<file path="src/rtl/instruction_fetch_unit.sv">
// Instruction fetch: holds the PC, reads instruction words over a req/ack
// handshake and strobes each one into the falling-edge decode register.
module instruction_fetch_unit #(
    parameter int ADDR_WIDTH  = 8,
    parameter int INSTR_WIDTH = 16,
    parameter int RESET_PC    = 0,
    parameter int ACK_TIMEOUT = 15
) (
    input  logic                   clk,
    input  logic                   reset,
    input  logic                   fetch_en,
    input  logic                   halt,
    input  logic                   branch_valid,
    input  logic [ADDR_WIDTH-1:0]  branch_target,
    output logic                   mem_req,
    output logic [ADDR_WIDTH-1:0]  mem_addr,
    input  logic                   mem_ack,
    input  logic [INSTR_WIDTH-1:0] mem_rdata,
    output logic [INSTR_WIDTH-1:0] IR,
    output logic                   IL,
    output logic [ADDR_WIDTH-1:0]  pc,
    output logic                   busy,
    output logic                   fault
);

    localparam logic [ADDR_WIDTH-1:0] RESET_ADDR = ADDR_WIDTH'(RESET_PC);
    localparam logic [7:0]            ACK_LIMIT  = 8'(ACK_TIMEOUT - 1);

    typedef enum logic [1:0] {
        IDLE  = 2'd0,
        WAIT  = 2'd1,
        FAULT = 2'd2
    } state_t;

    state_t                  state;
    logic [7:0]              ack_cnt;
    logic                    redir_pending;
    logic [ADDR_WIDTH-1:0]   redir_target;

    always_ff @(posedge clk) begin
        if (reset) begin
            state         <= IDLE;
            pc            <= RESET_ADDR;
            mem_addr      <= RESET_ADDR;
            mem_req       <= 1'b0;
            IR            <= '0;
            IL            <= 1'b0;
            busy          <= 1'b0;
            fault         <= 1'b0;
            ack_cnt       <= '0;
            redir_pending <= 1'b0;
            redir_target  <= '0;
        end else begin
            IL <= 1'b0;
            case (state)
                IDLE: begin
                    if (branch_valid) begin
                        pc <= branch_target;
                    end else if (fetch_en && !halt) begin
                        mem_addr      <= pc;
                        mem_req       <= 1'b1;
                        busy          <= 1'b1;
                        ack_cnt       <= '0;
                        redir_pending <= 1'b0;
                        state         <= WAIT;
                    end
                end
                WAIT: begin
                    if (mem_ack) begin
                        mem_req       <= 1'b0;
                        busy          <= 1'b0;
                        redir_pending <= 1'b0;
                        state         <= IDLE;
                        // A redirect seen during this fetch (or on the ack cycle) discards the word.
                        if (branch_valid) begin
                            pc <= branch_target;
                        end else if (redir_pending) begin
                            pc <= redir_target;
                        end else begin
                            IR <= mem_rdata;
                            IL <= 1'b1;
                            pc <= pc + 1'b1;
                        end
                    end else if (ack_cnt == ACK_LIMIT) begin
                        mem_req <= 1'b0;
                        busy    <= 1'b0;
                        fault   <= 1'b1;
                        state   <= FAULT;
                    end else begin
                        ack_cnt <= ack_cnt + 1'b1;
                        if (branch_valid) begin
                            redir_pending <= 1'b1;
                            redir_target  <= branch_target;
                        end
                    end
                end
                FAULT: begin
                end
                default: state <= IDLE;
            endcase
        end
    end

endmodule
</file>
<file path="config.mk">
export PLATFORM = sky130hd
export DESIGN_NAME = instruction_fetch_unit
export DESIGN_NICKNAME = d
export VERILOG_FILES = /design/src/rtl/instruction_fetch_unit.sv
export SDC_FILE = /design/constraint.sdc
export NUM_CORES = 1
export LEC_CHECK = 0
export ABC_AREA = 1
export CAP_MARGIN = 20
export CORE_ASPECT_RATIO = 0.8
export CORE_UTILIZATION = 48
export DETAILED_ROUTE_END_ITERATION = 8
export GPL_TIMING_DRIVEN = 1
export PLACE_DENSITY = 0.79
export SYNTH_ARGS = -nofsm -noshare
export SYNTH_HDL_FRONTEND = slang
export SYNTH_SLANG_ARGS = --single-unit
export TNS_END_PERCENT = 50
</file>
<file path="constraint.sdc">
create_clock -name clk -period 1.9 [get_ports clk]
set_clock_uncertainty 0.15 [all_clocks]
set_input_delay 0.285 -clock clk [delete_from_list [all_inputs] [get_ports clk]]
set_output_delay 0.285 -clock clk [all_outputs]
set_load 0.1 [all_outputs]
</file>
* Word level (Yosys, flattened, before mapping) *
Cells that the tools add are included.

word-level totals
  logic and storage cells = 71
  input port bits = 30
  register bits = 54
  output and inout port bits = 36

cells by class
  multiplexer cells = 27
  add/sub/neg operators = 2
  bitwise logic cells = 6
  reductions and logical operators = 14
  equality and inequality tests = 12

operators by type and width
  kind                                                              number
  8-bit two-way mux                                                 8
  8-bit one-hot mux with 2 select lines                             2
  8-bit by 1-bit adder with 8-bit output (second input constant)    2
  4-bit AND reduction                                               4
  2-bit inequality test (second input constant)                     6
  1-bit two-way mux                                                 10
  5-bit AND reduction                                               2
  3-bit inequality test (second input constant)                     3
  3-bit AND reduction                                               3
  8-bit by 4-bit == test with 1-bit output (second input constant)  1
  2-bit two-way mux                                                 4
  1-bit NOT                                                         6
  2-bit one-hot mux with 3 select lines                             1
  1-bit one-hot mux with 2 select lines                             2
  4-bit OR reduction                                                1
  2-bit by 1-bit == test with 1-bit output (second input constant)  1
  2-bit == test (second input constant)                             1
  2-bit zero test                                                   1
  2-bit nonzero test                                                1
  1-bit logical AND                                                 1
  1-bit zero test                                                   1

* Longest topological paths before layout *
Gate-level depths: netlist (run 1).

  depth in word-level cells = 5
  depth in mapped cells = 9
  mapped depth without buffers = 9

* Least setup slack after synthesis (run 1) *
Ideal clock, no wire load.

  path type = register -> register
  from = register pc[0]
  to = register pc[6]
  setup time = 0.119 ns
  required time = 1.631 ns
  path slack = -0.250 ns
  period minus slack after synthesis = 2.150 ns
  buffers on the path = 0
  arrival = 1.880 ns
  cell stages (with the launch flop) = 9
  cells stage by stage = dfxtp_1 -> ha_1 -> nand2_1 -> inv_1 -> nand3_1 -> nand2_1 -> nand3_1 -> a21oi_1 -> nor2_1

on the way
  longest elaborated chain between the ends = 5

RTL lines
  element                                 line  text
  start, declared                         21    output logic [ADDR_WIDTH-1:0] pc,
  start signal, assigned                  58    pc <= branch_target;
  start signal, assigned                  76    pc <= branch_target;
  start signal, assigned                  78    pc <= redir_target;
  8-bit by 1-bit adder with 8-bit output  82    pc <= pc + 1'b1;
  8-bit two-way mux                       77    end else if (redir_pending) begin
  8-bit two-way mux                       75    if (branch_valid) begin
  8-bit two-way mux                       69    if (mem_ack) begin
  8-bit one-hot mux with 2 select lines   55    case (state)

No other way between the ends. The select of a mux whose other input is x is not followed.
A chain may end at the register's enable or synchronous reset.

* Worst setup path in the final report (run 1) *
  from = register ack_cnt[1]
  to = register ack_cnt[7]

on the way
  longest elaborated chain between the ends = 4
  elaborated cells on any way between the ends = 7
  those cells by class = add/sub: 1; eq/ne: 2; mux: 3; reduce/logical: 1

RTL lines
  element                                 line  text
  start, declared                         36    logic [7:0] ack_cnt;
  start signal, assigned                  90    ack_cnt <= ack_cnt + 1'b1;
  8-bit by 1-bit adder with 8-bit output  90
  8-bit two-way mux                       84    end else if (ack_cnt == ACK_LIMIT) begin
  8-bit two-way mux                       69
  8-bit one-hot mux with 2 select lines   55

Parallel ways exist; a longest one is shown, timed or not. The select of a mux whose other input is x is not followed.

==> flow_summary.yaml, run 1 <==
synthesis:
  yosys_warnings: 0
  yosysSeqAreaShare_pct: 44.0
  syn-num-nets: 383
  yosysMostFrequentCell: "nor2_1"
  synth_top_area_share_pct: 44.0
  ys_top_cells_by_count: "nor2_1 (83), nand2_1 (60), dfxtp_1 (54)"
  syn-instance-count: 350
  netlist_area_mm2: 0.00246
  synth_edf_count: 0
  synth_ff_type: "dfxtp_1"
  ys_ff_latch: 54
  yosysTopAreaCell: "dfxtp_1"
  avgSynthCellArea_um2: 7.02
  yosysUniqueCellTypes: 31
  async_flop_share_pct: 0
  synth.area.top_cells: "dfxtp_1 (44%), nor2_1 (13%), nand2_1 (9.2%)"
pwr:
  powerDensity_mw_per_mm2: 734
  power_frac_clock_pct: 34.1
  internal_power_mw: 1.96
  p_seq_share_pct: 44.6
  switching_share_pct: 28.3
  p_sw_uw: 773
  peakVddDrop_mv: 0.485
  pwr-share-comb_pct: 21.3
  leakage_nw: 1.56
critical_path:
  path_class: "flop to flop"
  worstSetupEndpointType: "flop"
  rrSetupSlack_ns: 0.18
  start_kind: "flop"
  crit_fanout: 11
  rr_worst_depth: 9
  cp.arrival_ns: 1.76
  required_ns: 1.94
layout:
  fillCellCount: 332
  layout-drive-gt1-share_pct: 18.4
  final_area_mm2: 0.00372
  antenna_cells: 0
  synthToLayoutAreaGrowth_pct: 51.4
  nets: 455
detailed_routing:
  ant_nets: 0
  drcViolationCount: 0
  dr_wl_met2_um: 2960
  first_iter_violations: 173
  wirelength_um: 6210
  vias_per_cell: 5.22
  drtPass1Iterations: 5
  drt-wirelength-per-cell_um: 12.9
  maxUsedRoutingLayer: "met4"
  vias: 2522
  met1_length_um: 2670
  wl_met3_um: 561
place:
  dp_hpwl_um: 4660
  place_area_mm2: 0.00358
  portBuffers: 65
  finalWeightedCongestion: 0.837
clocking:
  cts_tree: "yes"
  cts_setup_buffers: 0
  clk_latency_ns: 0.31
  cts_root_buf: "clkbuf_8"
  clkSlewWorstSetupHoldPaths_ns: 0.09
  cts.sinks: 54
  numCtsBuffers: 5
  clk_path_buf_depth: 2
  h-tree-depth: 2
run:
  timing.max_cap.violations: 0
grt:
  overflow: 0
  grt.total_usage_pct: 24.3
  grt_pass1_wl_um: 10000
  grt_antenna_before_repair: 0
  grt_pass1_vias: 2325
  grt_max_degree: 23
worst_hold_path:
  hold_depth: 2
  hp-class: "flop to flop"
sta:
  max_clock_freq_mhz: 582
  worst_slew_pin_slew_ns: 0.362
  fin_crit_ns: 1.72
  hold_viol_final: 0
  rsz0062_at_grt: "no"
  whs_ns: 0.320
  setup_violations: 0
  slew_headroom_pct: 75.8
  post-route-period-util_pct: 90.5
  tns_ns: 0
  drv_slew: 0
status:
  status: "finished, final reports clean"
floorplanning:
  initial_core_util_pct: 51.6
  ios: 66
  chipHeight_um: 66.0
  dieArea_mm2: 0.00541
  core_mm2: 0.00476
  die_x_um: 82.0
  rows: 22
## layer usage
metal  up-vias  track usage, %
li1       1277               -
met1      1152            29.2
met2        91            41.5
met3         2            9.24
met4         0            4.17
met5         -               0
## logic make-up after synthesis
family          after synthesis  synth area share, %
compound gates               69                 14.4
xor+xnor                      2                0.713
fa+ha+maj                     3                 1.53
buf+inv                      39                 7.34
flops                        54                 44.0
simple gates                183                 32.0
## metrics by stage
stage	total power [mW]	std cells	utilization, %	setup WS (ns)
floorplan	1.57	350	-	0.0915
detailed placement	1.83	475	75.1	0.0149
CTS	2.74	483	78.1	0.0751
global placement	1.82	475	75.1	0.0943
global route	2.83	483	78.1	0.0402
finish	2.73	483	78.1	0.180
## sequential cells by signal, summed over array words and instances, names as in the netlist
| signal | flops |
|---|---|
| IR | 16 |
| pc | 8 |
| fault | 1 |
| redir_target | 8 |
| state | 2 |
| mem_addr | 8 |
| redir_pending | 1 |
| ack_cnt | 8 |
| busy | 1 |
| IL | 1 |
## cell type report
class / count / area, µm² / share of cell area (%)
multi-input combinational: 257 / 1190 / 32.1
timing repair buffer: 77 / 1110 / 29.9
sequential: 54 / 1090 / 29.2
inverter: 27 / 105 / 2.83
clock buffer: 6 / 82.6 / 2.22
tap: 60 / 75.1 / 2.02
clock inverter: 2 / 60.1 / 1.62
## critical path: stages, from the launching register on
cell and delay [ns]:
dfxtp_1 0.38, ha_1 0.16, nand3_1 0.11, nor2_1 0.19, nor2_2 0.07, buf_12 0.15, nor2_4 0.15, nor2_1 0.06
nor2_1 0.12, nor2_1 0.08
## worst paths after layout
kind | from | to
worst min register to register | redir_target[7] | redir_target[7]
worst max register to register | ack_cnt[1] | ack_cnt[7]
worst max-delay path | ack_cnt[1] | ack_cnt[7]
worst min-delay path | redir_target[7] | redir_target[7]
## cells in the final DEF (no fill, tap or decap), types with 5 or more instances in the layout
master           synthesis  final
o21ai_0                 38     37
buf_12                   0     37
nand3_1                 27     27
dfxtp_2                  0      5
clkdlybuf4s50_1          0     29
dfxtp_1                 54     49
nor2_1                  83     83
clkbuf_8                 0      6
a21oi_1                 27     27
buf_4                    1     11
inv_1                   20     20
nand2_1                 60     60
## power groups by stage
stage	clock [mW]	sequential, mW	combinational, mW
2_1_floorplan	0	1.44	0.126
3_3_place_gp	0	1.24	0.575
3_5_place_dp	0	1.24	0.581
4_1_cts	0.939	1.22	0.583
5_1_grt	0.994	1.22	0.611
6_report	0.930	1.22	0.582
## repair_timing
action,CTS,global route
hold buffers,0,0
hold endpoints to repair,0,0
resized for setup,0,1
setup endpoints to repair,0,2
Power figures use the tool's default switching activity.
==> inputs of run 2 (changes only) <==
--- a/config.mk
+++ b/config.mk
@@ -9,6 +9,7 @@
 export CAP_MARGIN = 20
 export CORE_ASPECT_RATIO = 0.8
 export CORE_UTILIZATION = 48
+export CTS_BUF_LIST = sky130_fd_sc_hd__clkbuf_16
 export DETAILED_ROUTE_END_ITERATION = 8
 export GPL_TIMING_DRIVEN = 1
 export PLACE_DENSITY = 0.79
==> constraint.sdc (replaced) <==
create_clock -name clk -period 1.9 [get_ports clk]
set_clock_uncertainty 0.15 [all_clocks]
set_input_delay 0.38 -clock clk [delete_from_list [all_inputs] [get_ports clk]]
set_output_delay 0.38 -clock clk [all_outputs]
set_load 0.1 [all_outputs]
==> run 2 against run 1 <==
  * Count of clock-buffer cells in the layout down 1
  * Utilization rose by 1.6 points
  * First-iteration DRC count is 0.58% lower
  * Clock power down 3.7%
  * Die area did not move
  * Final cell count increased by 0.62%
  * Wire length up 5.7%
  * Cell area grew 2.0%
  * Via count grew 2.5%
  * Critical endpoint unchanged
  * Highest routed layer unchanged
  * Non-clock buffer count up 3
==> flow_summary.yaml, run 2 (synthesis results as in run 1) <==
status:
  status: "finished, final reports clean"
clocking:
  cts_tree: "yes"
  cts.sinks: 54
  h-tree-depth: 2
  numCtsBuffers: 5
  clk_latency_ns: 0.29
  cts_root_buf: "clkbuf_16"
  cts_setup_buffers: 0
  clk_path_buf_depth: 2
  clkSlewWorstSetupHoldPaths_ns: 0.07
layout:
  final_core_util_pct: 79.6
  registers.top_by_ff_count: "IR"
  largest_reg_flops: 16
  final_cell_mix: "nor2_1 (83), nand2_1 (59), dfxtp_1 (49)"
  layout-drive-gt1-share_pct: 19.0
  fin_cells: 486
  layout_commonest_cell: "nor2_1"
  nets: 458
  antenna_cells: 0
  synthToLayoutAreaGrowth_pct: 54.4
pwr:
  leakage_nw: 1.59
  peakVddDrop_mv: 0.507
  finalPower_mw: 2.71
  powerDensity_mw_per_mm2: 715
detailed_routing:
  drtPass1Iterations: 5
  first_iter_violations: 172
  vias: 2584
  drt-wirelength-per-cell_um: 13.5
  ant_nets: 0
  drcViolationCount: 0
  wirelength_um: 6560
  vias_per_cell: 5.32
floorplanning:
  die_x_um: 82.0
  rows: 22
  initial_core_util_pct: 51.6
  core_mm2: 0.00476
  chipHeight_um: 66.0
  dieArea_mm2: 0.00541
  ios: 66
grt:
  overflow: 0
  grt_pass1_vias: 2333
  grt_pass1_wl_um: 10800
  grt_max_degree: 21
  grt.total_usage_pct: 26.2
  grt_antenna_before_repair: 0
sta:
  fin_crit_ns: 1.77
  worst_slew_pin_slew_ns: 0.314
  post-route-period-util_pct: 93.4
  drv_slew: 0
  slew_headroom_pct: 78.9
  setup_violations: 0
  max_clock_freq_mhz: 564
  hold_viol_final: 0
  layout_setup_ws_ns: 0.126
  tns_ns: 0
  rsz0062_at_grt: "no"
critical_path:
  worstSetupEndpointType: "flop"
  path_buf_inv: 2
  cp.arrival_ns: 1.81
  crit_slowest_cell: "dfxtp_1"
  path_class: "flop to flop"
  crit_chain: "inv_1 -> ha_1 -> nand3_1 -> nor2_1 -> nor2_2 -> buf_4 -> nor2_4 -> nor2_1 -> nor2_1 -> nor2_1"
  path_common_cell: "nor2_1"
  start_kind: "flop"
  crit_fanout: 6
  rrSetupSlack_ns: 0.13
  required_ns: 1.93
  critPathMaxStageDelay_ns: 0.36
  crit_family: "simple AND/OR/NAND/NOR gates"
run:
  timing.max_cap.violations: 0
worst_hold_path:
  hp-class: "flop to flop"
place:
  finalWeightedCongestion: 0.839
  place_inst: 478
  dp_hpwl_um: 4730
  portBuffers: 65
  place_ws_ns: -0.0731
## run 2: cell count changes in the layout (fill, tap and decap cells not counted)
cell / delta
clkbuf_8: -6
clkbuf_16: +5
buf_12: +4
bufinv_16: -2
buf_4: -1
clkinv_1: +1
clkinv_2: +1
clkinvlp_4: +1
nand2_1: -1
nand2_2: +1
## run 2: final cells by class
cell class | instances | area, µm²
Clock inverter | 3 | 16.3
Tap cell | 60 | 75.1
Clock buffer | 5 | 125
Fill cell | 312 | 970
Inverter | 27 | 105
Sequential cell | 54 | 1090
Multi-Input combinational cell | 257 | 1200
Timing Repair Buffer | 80 | 1190
## run 2: worst paths after layout
path / from / end / cells past startpoint
min: redir_target[7] / redir_target[7] / 2
min reg2reg: redir_target[7] / redir_target[7] / 2
max reg2reg: ack_cnt[0] / ack_cnt[7] / 10
max: ack_cnt[0] / ack_cnt[7] / 10
## run 2: per-layer routing
layer | share of wire, % | up-vias | GRT usage, %
li1 | - | 1273 | -
met1 | 43 | 1188 | 33.4
met2 | 46 | 110 | 41.9
met3 | 8.9 | 13 | 8.00
met4 | 1.6 | 0 | 8.55
met5 | 0 | - | 0
## run 2: timing repair
| item | in CTS | in global routing |
|---|---|---|
| setup endpoints to repair | 0 | 4 |
| gates resized for setup | 0 | 2 |
| hold buffers | 0 | 0 |
| endpoints found under the hold margin | 0 | 0 |
## run 2: worst min-delay path, delay by kind of cell, from the launching register on
family | cells | cell delay (ns)
AOI/OAI and AO/OA | 1 | 0.05
DFF | 1 | 0.31
and+or+nand+nor | 1 | 0.06
## run 2: power by group
part | switching, mW | internal (mW) | leakage (nW) | total, mW
combinational | 0.360 | 0.235 | 1.08 | 0.595
sequential | 0.0517 | 1.17 | 0.440 | 1.22
clock | 0.413 | 0.482 | 0.0672 | 0.896
## run 2: through the flow
stage | instance area, µm² | hold WS, ns
5_1_grt | 3790 | 0.334
2_1_floorplan | 2460 | 0.290
4_1_cts | 3790 | 0.317
3_3_place_gp | 3650 | 0.299
6_report | 3790 | 0.317
3_5_place_dp | 3650 | 0.307
==> inputs of run 3 (changes only) <==
--- a/config.mk
+++ b/config.mk
@@ -13,6 +13,7 @@
 export DETAILED_ROUTE_END_ITERATION = 8
 export GPL_TIMING_DRIVEN = 1
 export PLACE_DENSITY = 0.79
+export REMOVE_ABC_BUFFERS = 1
 export SYNTH_ARGS = -nofsm -noshare
 export SYNTH_HDL_FRONTEND = slang
 export SYNTH_SLANG_ARGS = --single-unit
==> run 3 against run 2 <==
  * Wire length shrank 0.15%
  * Sequential share of layout area shrank 0.14 points
  * Via count shrank 0.85%
  * Total power grew 0.55%
  * Fmax grew 0.59%
  * Global-route usage grew 1.2 points
  * Sequential power is essentially flat
  * Highest routed layer unchanged
==> flow_summary.yaml, run 3 (synthesis results as in run 1) <==
floorplanning:
  chipHeight_um: 66.0
  initial_core_util_pct: 51.6
  dieArea_mm2: 0.00541
  die_x_um: 82.0
  ios: 66
  core_mm2: 0.00476
  rows: 22
critical_path:
  crit_fanout: 11
  required_ns: 1.94
  critPathLaunch: "ack_cnt[0]"
  cp.arrival_ns: 1.80
  start_kind: "flop"
  path_class: "flop to flop"
  r2r_start: "ack_cnt[0]"
  worstSetupEndpointType: "flop"
detailed_routing:
  vias: 2562
  first_iter_violations: 199
  wirelength_um: 6550
  ant_nets: 0
  drtPass1Iterations: 4
  drcViolationCount: 0
  drt-wirelength-per-cell_um: 13.5
  vias_per_cell: 5.27
layout:
  largest_reg_flops: 16
  layout_commonest_cell: "nor2_1"
  final_core_util_pct: 79.6
  nets: 458
  registers.top_by_ff_count: "IR"
  multi_input_area_mm2: 0.00119
  fin_cells: 486
  regArea_mm2: 0.00108
  antenna_cells: 0
  layout-drive-gt1-share_pct: 17.8
  final_cell_mix: "nor2_1 (83), nand2_1 (60), dfxtp_1 (54)"
  fillCellCount: 322
  synthToLayoutAreaGrowth_pct: 54.3
  final_area_mm2: 0.00379
worst_hold_path:
  min_from: "redir_target[1]"
  hp-class: "flop to flop"
grt:
  grtUsageMet1_pct: 32.0
  grt.total_usage_pct: 27.4
  overflow: 0
  grt_max_degree: 34
  grt_antenna_before_repair: 0
  grt.busiest_layer: "met2"
  grt_pass1_vias: 2494
  grt_util_met3_pct: 10.3
  grt_util_met2_pct: 46.7
  grt_pass1_wl_um: 11200
place:
  portBuffers: 65
  dp_hpwl_um: 4740
  finalWeightedCongestion: 0.825
  place_area_mm2: 0.00364
  place_inst: 478
pwr:
  leakage_nw: 1.59
  powerDensity_mw_per_mm2: 720
  peakVddDrop_mv: 0.477
sta:
  post-route-period-util_pct: 92.8
  fin_crit_ns: 1.76
  setup_violations: 0
  whs_ns: 0.314
  hold_viol_final: 0
  worst_slew_pin_slew_ns: 0.309
  drv_slew: 0
  slew_headroom_pct: 79.4
  rsz0062_at_grt: "no"
  max_clock_freq_mhz: 567
  tns_ns: 0
clocking:
  numCtsBuffers: 5
  clk_latency_ns: 0.30
  cts_root_buf: "clkbuf_16"
  cts_setup_buffers: 0
  cts.sinks: 54
  h-tree-depth: 2
  post_cts_resized: 0
  clkSlewWorstSetupHoldPaths_ns: 0.07
  clk_path_buf_depth: 2
  cts_tree: "yes"
  hold_buffers: 0
run:
  timing.max_cap.violations: 0
status:
  status: "finished, final reports clean"
[run 3: worst paths after layout]
| kind | endpoint | cells after the start | slack [ns] |
|---|---|---|---|
| worst max-delay path | ack_cnt[5] | 10 | 0.14 |
| worst min-delay path | redir_target[1] | 2 | 0.31 |
| worst max register to register | ack_cnt[5] | 10 | 0.14 |
| worst min register to register | redir_target[1] | 2 | 0.31 |
[run 3: where the power goes]
part	switching, mW	internal (mW)
clock	0.421	0.489
combinational	0.365	0.236
sequential	0.0488	1.17
[run 3: layout make-up]
class,count,share of cell area [%]
flip-flops and latches,54,28.5
multi-input cells,257,31.5
clock buffers,5,3.30
inverters,27,2.77
clock inverters,3,0.561
well taps,60,1.98
repair buffers,80,31.3
[run 3: metal layers]
layer / part of all wire, % / vias up
met4: 1.0 / 0
met2: 48 / 106
met5: 0 / -
met1: 41 / 1168
li1: - / 1280
met3: 9.5 / 8
[run 3: per-stage QoR]
stage                     power, mW  setup slack (ns)
after floorplan                1.55            -0.250
after CTS                      2.73             0.174
after detailed placement       1.84           -0.0855
final                          2.73             0.136
after global routing           2.82            0.0242
after global placement         1.83           0.00312
[run 3: critical path: stages (launching register included)]
cell     delay, ns
dfxtp_1       0.37
inv_1         0.10
ha_1          0.14
nand3_1       0.09
nor2_1        0.19
nor2_2        0.07
buf_12        0.15
nor2_4        0.17
nor2_1        0.06
nor2_1        0.11
nor2_1        0.06
